[config.mk]
export PLATFORM = sky130hd
export DESIGN_NAME = tg_chain_master
export DESIGN_NICKNAME = d
export VERILOG_FILES = /design/src/rtl/tg_chain_master.sv
export SDC_FILE = /design/constraint.sdc
export NUM_CORES = 1
export LEC_CHECK = 0
export ABC_AREA = 1
export ABC_CLOCK_PERIOD_IN_PS = 4100
export BUFFER_PORTS_ARGS = -buffer_cell sky130_fd_sc_hd__buf_2
export CAP_MARGIN = 20
export CORE_MARGIN = 2
export CORE_UTILIZATION = 50
export DETAILED_ROUTE_END_ITERATION = 16
export MAX_ROUTING_LAYER = met4
export PLACE_DENSITY = 0.75
export SLEW_MARGIN = 20
export SYNTH_ARGS = -nofsm -noshare
export SYNTH_HDL_FRONTEND = slang
export SYNTH_SLANG_ARGS = --single-unit
[constraint.sdc]
create_clock -name clock -period 4.1 [get_ports clock]
set_clock_uncertainty 0.1 [all_clocks]
set_input_delay 0.82 -clock clock [delete_from_list [all_inputs] [get_ports clock]]
set_output_delay 0.82 -clock clock [all_outputs]
set_load 0.1 [all_outputs]
[src/rtl/tg_chain_master.sv]
// Host-side master for the traffic-generator shift chains: buffers config words and
// streams them into the config chain head; shifts the stats chain and buffers its words.
module tg_chain_master #(
    parameter int CFG_WORDS  = 16,
    parameter int STAT_WORDS = 8,
    parameter int LOG_DEPTH  = 5
) (
    input  logic        clock,
    input  logic        reset,
    input  logic [15:0] host_wdata,
    input  logic        host_wvalid,
    output logic        host_wready,
    output logic [15:0] host_rdata,
    output logic        host_rvalid,
    input  logic        host_rready,
    input  logic        start_config,
    input  logic        start_stats,
    output logic [15:0] config_out,
    output logic        config_out_valid,
    output logic        stats_shift,
    output logic [15:0] stats_out,
    input  logic [15:0] stats_in,
    output logic        busy,
    output logic        done,
    output logic        error
);

    localparam int DEPTH     = 1 << LOG_DEPTH;
    localparam int MAX_WORDS = (CFG_WORDS > STAT_WORDS) ? CFG_WORDS : STAT_WORDS;
    localparam int CNT_W     = $clog2(MAX_WORDS) + 1;
    localparam int PTR_W     = LOG_DEPTH;
    localparam int FILL_W    = LOG_DEPTH + 1;

    if ((1 << LOG_DEPTH) < MAX_WORDS) begin : g_bad_depth
        $error("tg_chain_master: 2**LOG_DEPTH must be >= max(CFG_WORDS, STAT_WORDS)");
    end

    typedef enum logic [1:0] {IDLE, CFG, STAT, FIN} state_t;

    state_t             state_q, state_d;
    logic [CNT_W-1:0]   cnt_q, cnt_d;

    logic [15:0]        wmem_q [DEPTH];
    logic [PTR_W-1:0]   wwr_ptr_q, wwr_ptr_d, wrd_ptr_q, wrd_ptr_d;
    logic [FILL_W-1:0]  wcount_q, wcount_d;

    logic [15:0]        rmem_q [DEPTH];
    logic [PTR_W-1:0]   rwr_ptr_q, rwr_ptr_d, rrd_ptr_q, rrd_ptr_d;
    logic [FILL_W-1:0]  rcount_q, rcount_d;

    logic [15:0]        config_out_q, config_out_d;
    logic               config_out_valid_q, config_out_valid_d;
    logic               stats_shift_q, stats_shift_d;
    logic               busy_q, busy_d;
    logic               done_q, done_d;
    logic               error_q, error_d;

    logic               wpush, wpop, rpush, rpop;
    logic               cfg_ready, stat_room;

    assign host_wready      = (wcount_q != FILL_W'(DEPTH));
    assign host_rvalid      = (rcount_q != '0);
    assign host_rdata       = rmem_q[rrd_ptr_q];
    assign config_out       = config_out_q;
    assign config_out_valid = config_out_valid_q;
    assign stats_shift      = stats_shift_q;
    assign stats_out        = 16'h0000;
    assign busy             = busy_q;
    assign done             = done_q;
    assign error            = error_q;

    assign wpush     = host_wvalid & host_wready;
    assign rpop      = host_rvalid & host_rready;
    // Every shift cycle captures the word currently leaving the chain tail.
    assign rpush     = stats_shift_q;
    assign cfg_ready = (wcount_q >= FILL_W'(CFG_WORDS));
    assign stat_room = ((FILL_W'(DEPTH) - rcount_q) >= FILL_W'(STAT_WORDS));

    // Registered outputs are computed from the next state so that the first
    // config word / shift pulse is visible in the first cycle of the burst.
    always_comb begin
        // NOTE: every always_comb output gets a default first so no latch is inferred.
        state_d            = state_q;
        cnt_d              = cnt_q;
        wpop               = 1'b0;
        error_d            = error_q;
        config_out_d       = '0;
        config_out_valid_d = 1'b0;
        stats_shift_d      = 1'b0;
        done_d             = 1'b0;

        case (state_q)
            IDLE: begin
                if (start_config) begin
                    if (cfg_ready) begin
                        state_d            = CFG;
                        cnt_d              = '0;
                        wpop               = 1'b1;
                        config_out_d       = wmem_q[wrd_ptr_q];
                        config_out_valid_d = 1'b1;
                    end else begin
                        error_d = 1'b1;
                    end
                end else if (start_stats) begin
                    if (stat_room) begin
                        state_d       = STAT;
                        cnt_d         = '0;
                        stats_shift_d = 1'b1;
                    end else begin
                        error_d = 1'b1;
                    end
                end
            end
            CFG: begin
                if (cnt_q == CNT_W'(CFG_WORDS - 1)) begin
                    state_d = FIN;
                    done_d  = 1'b1;
                end else begin
                    cnt_d              = cnt_q + CNT_W'(1);
                    wpop               = 1'b1;
                    config_out_d       = wmem_q[wrd_ptr_q];
                    config_out_valid_d = 1'b1;
                end
            end
            STAT: begin
                if (cnt_q == CNT_W'(STAT_WORDS - 1)) begin
                    state_d = FIN;
                    done_d  = 1'b1;
                end else begin
                    cnt_d         = cnt_q + CNT_W'(1);
                    stats_shift_d = 1'b1;
                end
            end
            FIN: begin
                state_d = IDLE;
            end
            default: begin
                state_d = IDLE;
            end
        endcase

        busy_d = (state_d != IDLE);
    end

    always_comb begin
        wwr_ptr_d = wwr_ptr_q + PTR_W'(wpush);
        wrd_ptr_d = wrd_ptr_q + PTR_W'(wpop);
        wcount_d  = wcount_q + FILL_W'(wpush) - FILL_W'(wpop);
        rwr_ptr_d = rwr_ptr_q + PTR_W'(rpush);
        rrd_ptr_d = rrd_ptr_q + PTR_W'(rpop);
        rcount_d  = rcount_q + FILL_W'(rpush) - FILL_W'(rpop);
    end

    always_ff @(posedge clock) begin
        if (reset) begin
            state_q            <= IDLE;
            cnt_q              <= '0;
            wwr_ptr_q          <= '0;
            wrd_ptr_q          <= '0;
            wcount_q           <= '0;
            rwr_ptr_q          <= '0;
            rrd_ptr_q          <= '0;
            rcount_q           <= '0;
            config_out_q       <= '0;
            config_out_valid_q <= 1'b0;
            stats_shift_q      <= 1'b0;
            busy_q             <= 1'b0;
            done_q             <= 1'b0;
            error_q            <= 1'b0;
        end else begin
            state_q            <= state_d;
            cnt_q              <= cnt_d;
            wwr_ptr_q          <= wwr_ptr_d;
            wrd_ptr_q          <= wrd_ptr_d;
            wcount_q           <= wcount_d;
            rwr_ptr_q          <= rwr_ptr_d;
            rrd_ptr_q          <= rrd_ptr_d;
            rcount_q           <= rcount_d;
            config_out_q       <= config_out_d;
            config_out_valid_q <= config_out_valid_d;
            stats_shift_q      <= stats_shift_d;
            busy_q             <= busy_d;
            done_q             <= done_d;
            error_q            <= error_d;
        end
    end

    // NOTE: buffer storage is not reset; the cleared counts make stale contents unreachable.
    always_ff @(posedge clock) begin
        if (wpush) wmem_q[wwr_ptr_q] <= host_wdata;
        if (rpush) rmem_q[rwr_ptr_q] <= stats_in;
    end

endmodule

==> results.py <==
metrics = {
    "clock_tree": {
        "postCtsHoldBufs": 0,
        "cts_tree": "built",
        "worst_skew_pair.late_latency_ns": 0.67,
        "bufs_on_longest_clock_path": 3,
        "clockRootBuffer": "sky130_fd_sc_hd__clkbuf_16",
        "htree_levels": 3,
        "clk_transition_reported_paths_ns": 0.06,
        "tritoncts_num_sinks": 1084,
        "numCtsBuffers": 104,
    },
    "floorplanning": {
        "die_height_um": 300.0,
        "ios": 93,
        "floorplan.die_area_um2": 89990,
        "placementRows": 108,
        "die_width_um": 300.0,
        "initial_standard_cell_utilization_of_the_core_pct": 50.49,
        "core_region_area_um2": 86750,
    },
    "worst_setup_path": {
        "critical_path.max_stage_delay_ns": 0.58,
        "cp-end-kind": "primary output",
        "timing.critical_path.cells": "buf_12, o21ai_1, o22ai_1, nand2_1, nand2_1, inv_1, nand3_1, nand2_1, inv_1, buf_12",
        "timing.critical_path.from_type": "register",
        "critPathBufInv": 4,
        "timing.critical_path.slowest_stage_cell": "sky130_fd_sc_hd__dfxtp_4",
        "path_max_fanout": 121,
        "critical-path-top-cell-by-count": "sky130_fd_sc_hd__nand2_1",
        "crit_family": "buffers and inverters",
        "cp.arrival_ns": 3.07,
        "timing_worst_setup_path_type": "register to primary output",
        "required_time_worst_endpoint_ns": 3.18,
    },
    "pwr": {
        "power_switching_uw": 9391,
        "seqPwrFrac_pct": 43.3,
        "report.power.total_uw": 29020,
        "cell_internal_pwr_uw": 19630,
        "share_comb_of_total_power_pct": 24.8,
        "clock_power_share_pct": 31.9,
        "power-per-cell-area_nw_per_um2": 592.0,
        "switching_share_pct": 32.36,
        "maximum_resistive_drop_on_vdd_v": 0.0005587,
        "total_leakage_power_uw": 0.01692,
    },
    "grt": {
        "global_route.peak_usage_layer": "met2",
        "met1_layer_usage_reported_by_global_route_pct": 30.89,
        "grt_antenna_before_repair": 1,
        "globalRouteMet2Util_pct": 38.34,
        "pin_count_of_the_biggest_net_entering_global_routing": 192,
        "globalRouteOverflowTotal": 0,
        "grt_util_all_layers_pct": 24.13,
        "globalRouteMet3Util_pct": 3.526,
        "wire_length_of_the_first_global_routing_pass_um": 160500,
        "first_global_vias": 26970,
    },
    "placement": {
        "place.gp.congestion": 0.9285,
        "port_buffers": 76,
        "postPlaceCellArea_um2": 45680,
        "dpl.hpwl_um": 60620,
    },
    "sta": {
        "final-hold-violation-count": 0,
        "fmax_mhz": 250.3,
        "min_clock_period_post_route_ns": 3.994,
        "fin_setup_tns_ns": 0,
        "finalSetupViolations": 0,
        "timing.slew.headroom_pct": 31.81,
        "rsz0062_at_grt": "no",
        "count_of_pins_over_their_slew_limit": 0,
        "worstMarginPinSlew_ns": 1.022,
        "final_min_period_over_clock_period_pct": 97.43,
        "hold_slack_ns": 0.3694,
    },
    "synthesis": {
        "number_of_synthesized_flops_with_an_enable_pin": 1024,
        "netlist_instances": 3620,
        "synth.top_cell.area_share_pct": 70.20,
        "synthesis.yosys.warnings": 0,
        "netlist.top_cell.by_area": "sky130_fd_sc_hd__edfxtp_1",
        "ys_seq_area_share_pct": 72.94,
        "syn-mean-instance-area_um2": 12.10,
        "flip_flop_cell_with_the_highest_count_after_synthesis": "sky130_fd_sc_hd__edfxtp_1",
        "post_synth_instance_area_um2": 43810,
        "synthArstFlopShare_pct": 0,
        "synth.area.top_cells": "sky130_fd_sc_hd__edfxtp_1 (70%), sky130_fd_sc_hd__nor2_1 (6.2%), sky130_fd_sc_hd__o21ai_0 (5.2%)",
        "yosys.cell_types.count": 34,
        "synth.ff_latch_count": 1084,
    },
    "outcome": {
        "outcome": "finished clean",
    },
    "final_layout": {
        "area.growth.synth_to_final_pct": 11.90,
        "multiInputGateArea_um2": 10200,
        "proportion_of_layout_cells_with_a_drive_suffix_above_1_pct": 9.929,
        "sequential_cell_area_um2": 31970,
        "nNetsFinal": 3763,
        "fillCellCount": 6769,
        "design_area_um2": 49020,
    },
    "route": {
        "drc_violations_left": 0,
        "route.detailed.wl_per_inst_um": 21.62,
        "drt_iter0_markers": 3453,
        "route.final.wire_length_um": 106600,
        "routed-via-count": 28610,
        "drt_pre_antenna_iters": 6,
        "detail_route.vias_per_cell": 5.801,
        "drt.antenna.violating_nets": 0,
    },
    "job": {
        "max_cap_viol_count": 0,
    },
    "hold_path": {
        "min-delay-path-class": "register to register",
    },
}
==> layout by cell type, fill, tap and decap left out, types with 19 or more instances in the layout <==
cell type                   Yosys  routed
sky130_fd_sc_hd__or2_2         33      33
sky130_fd_sc_hd__o22ai_1       87      87
sky130_fd_sc_hd__nor2_1       719     710
sky130_fd_sc_hd__inv_1        144     143
sky130_fd_sc_hd__buf_4         38      86
sky130_fd_sc_hd__buf_2         42      60
sky130_fd_sc_hd__clkinv_2       0      19
sky130_fd_sc_hd__dfxtp_1       60      56
sky130_fd_sc_hd__ha_1          33      33
sky130_fd_sc_hd__a21oi_1       73      73
sky130_fd_sc_hd__nand3_1      202     202
sky130_fd_sc_hd__edfxtp_1    1024    1024
sky130_fd_sc_hd__buf_12         1      28
sky130_fd_sc_hd__nand2_1      394     394
sky130_fd_sc_hd__o21ai_0      459     459
sky130_fd_sc_hd__clkbuf_16      0     106
sky130_fd_sc_hd__o211ai_1      96      96
sky130_fd_sc_hd__clkbuf_1     115      32
sky130_fd_sc_hd__o21ai_1       47      47
==> state kept, by name, summed over array words and instances, names as in the netlist, 2 cells and up <==
signal / flops
config_out: 16
wmem_q: 512
wcount_q: 6
wwr_ptr_q: 5
rrd_ptr_q: 5
rmem_q: 512
rwr_ptr_q: 5
state_q: 2
wrd_ptr_q: 5
cnt_q: 5
rcount_q: 6
==> area by class of cell <==
cell class	instances	share of cell area, %
sequential	1084	65.21
multi-input combinational	2174	20.81
clock buffer	149	5.965
timing repair buffer	176	3.127
tap	1155	2.948
inverter	150	1.174
clock inverter	44	0.7607
antenna	1	0.005105
==> per-layer routing <==
metal	vias up	wire length (um)
met3	285	9808
met2	1569	51580
met1	13780	40330
met5	-	0
met4	0	4930
li1	12980	-
==> through the flow <==
step                setup slack (ns)  utilization (%)  instances
floorplan                     0.8371                -       3635
global placement              0.7784            52.66       4737
detailed placement            0.7145            52.66       4737
CTS                         0.001546            56.46       4930
global route                 0.02961            56.50       4933
finish                        0.1056            56.50       4933
==> path summary, 6_finish.rpt <==
kind / cells past startpoint / from / slack, ns / to
setup / recovery: 10 / rrd_ptr_q[0]$_SDFF_PP0_ / 0.11 / host_rdata[15]
hold / removal: 2 / error$_SDFFE_PP0P_ / 0.37 / error$_SDFFE_PP0P_
setup reg to reg: 16 / cnt_q[0]$_SDFFE_PP0P_ / 1.17 / wcount_q[4]$_SDFF_PP0_
hold reg to reg: 2 / error$_SDFFE_PP0P_ / 0.37 / error$_SDFFE_PP0P_
==> cell usage after synthesis, types with 2 or more instances <==
library cell,n
sky130_fd_sc_hd__nor2_1,719
sky130_fd_sc_hd__ha_1,33
sky130_fd_sc_hd__clkbuf_1,115
sky130_fd_sc_hd__buf_4,38
sky130_fd_sc_hd__dfxtp_1,60
sky130_fd_sc_hd__nand2_1,394
sky130_fd_sc_hd__nand4_1,2
sky130_fd_sc_hd__a21oi_1,73
sky130_fd_sc_hd__inv_1,144
sky130_fd_sc_hd__edfxtp_1,1024
sky130_fd_sc_hd__o22ai_1,87
sky130_fd_sc_hd__inv_2,2
sky130_fd_sc_hd__or2_2,33
sky130_fd_sc_hd__o211ai_1,96
sky130_fd_sc_hd__buf_1,15
sky130_fd_sc_hd__nand3_1,202
sky130_fd_sc_hd__o21ai_0,459
sky130_fd_sc_hd__o21ai_1,47
sky130_fd_sc_hd__xnor2_1,3
sky130_fd_sc_hd__fa_1,2
sky130_fd_sc_hd__buf_2,42
sky130_fd_sc_hd__buf_6,15
sky130_fd_sc_hd__clkinv_1,4
==> worst reg2reg max path: stages (launching register included) <==
cell	delay (ns)
sky130_fd_sc_hd__dfxtp_1	0.35
sky130_fd_sc_hd__ha_1	0.22
sky130_fd_sc_hd__nand2_1	0.11
sky130_fd_sc_hd__nor2_1	0.06
sky130_fd_sc_hd__ha_1	0.19
sky130_fd_sc_hd__or2_2	0.31
sky130_fd_sc_hd__nand2_1	0.11
sky130_fd_sc_hd__ha_1	0.24
sky130_fd_sc_hd__inv_1	0.05
sky130_fd_sc_hd__ha_1	0.15
sky130_fd_sc_hd__inv_1	0.06
sky130_fd_sc_hd__fa_1	0.43
sky130_fd_sc_hd__nor2_1	0.12
sky130_fd_sc_hd__o21ai_0	0.08
sky130_fd_sc_hd__nand2_1	0.08
sky130_fd_sc_hd__o21ai_0	0.07
sky130_fd_sc_hd__a21oi_1	0.16
==> power by group through the flow <==
stage / sequential, uW / combinational [uW] / clock, uW
final: 12600 / 7200 / 9240
after global placement: 12800 / 6940 / 0
after detailed placement: 12800 / 7090 / 0
after CTS: 12600 / 7150 / 9330
after floorplan: 13100 / 4670 / 0
after global routing: 12600 / 7810 / 9770
==> what timing repair did <==
| item | in CTS | in global routing |
|---|---|---|
| buffers inserted | 0 | 1 |
| setup endpoints to repair | 0 | 13 |
| gates resized for setup | 0 | 1 |
==> cell families (layout without fill, tap and decap cells) <==
logic type	count (synthesis)	count (layout)	synth area share [%]
simple gates	1352	1352	12.37
flops	1084	1084	72.94
compound gates	768	768	9.614
buf+inv	377	519	3.973
fa+ha+maj	35	35	1.034
xor+xnor	3	3	0.05999
other cells	1	17	0.008561
No activity file was read; power rests on OpenSTA's default activity.
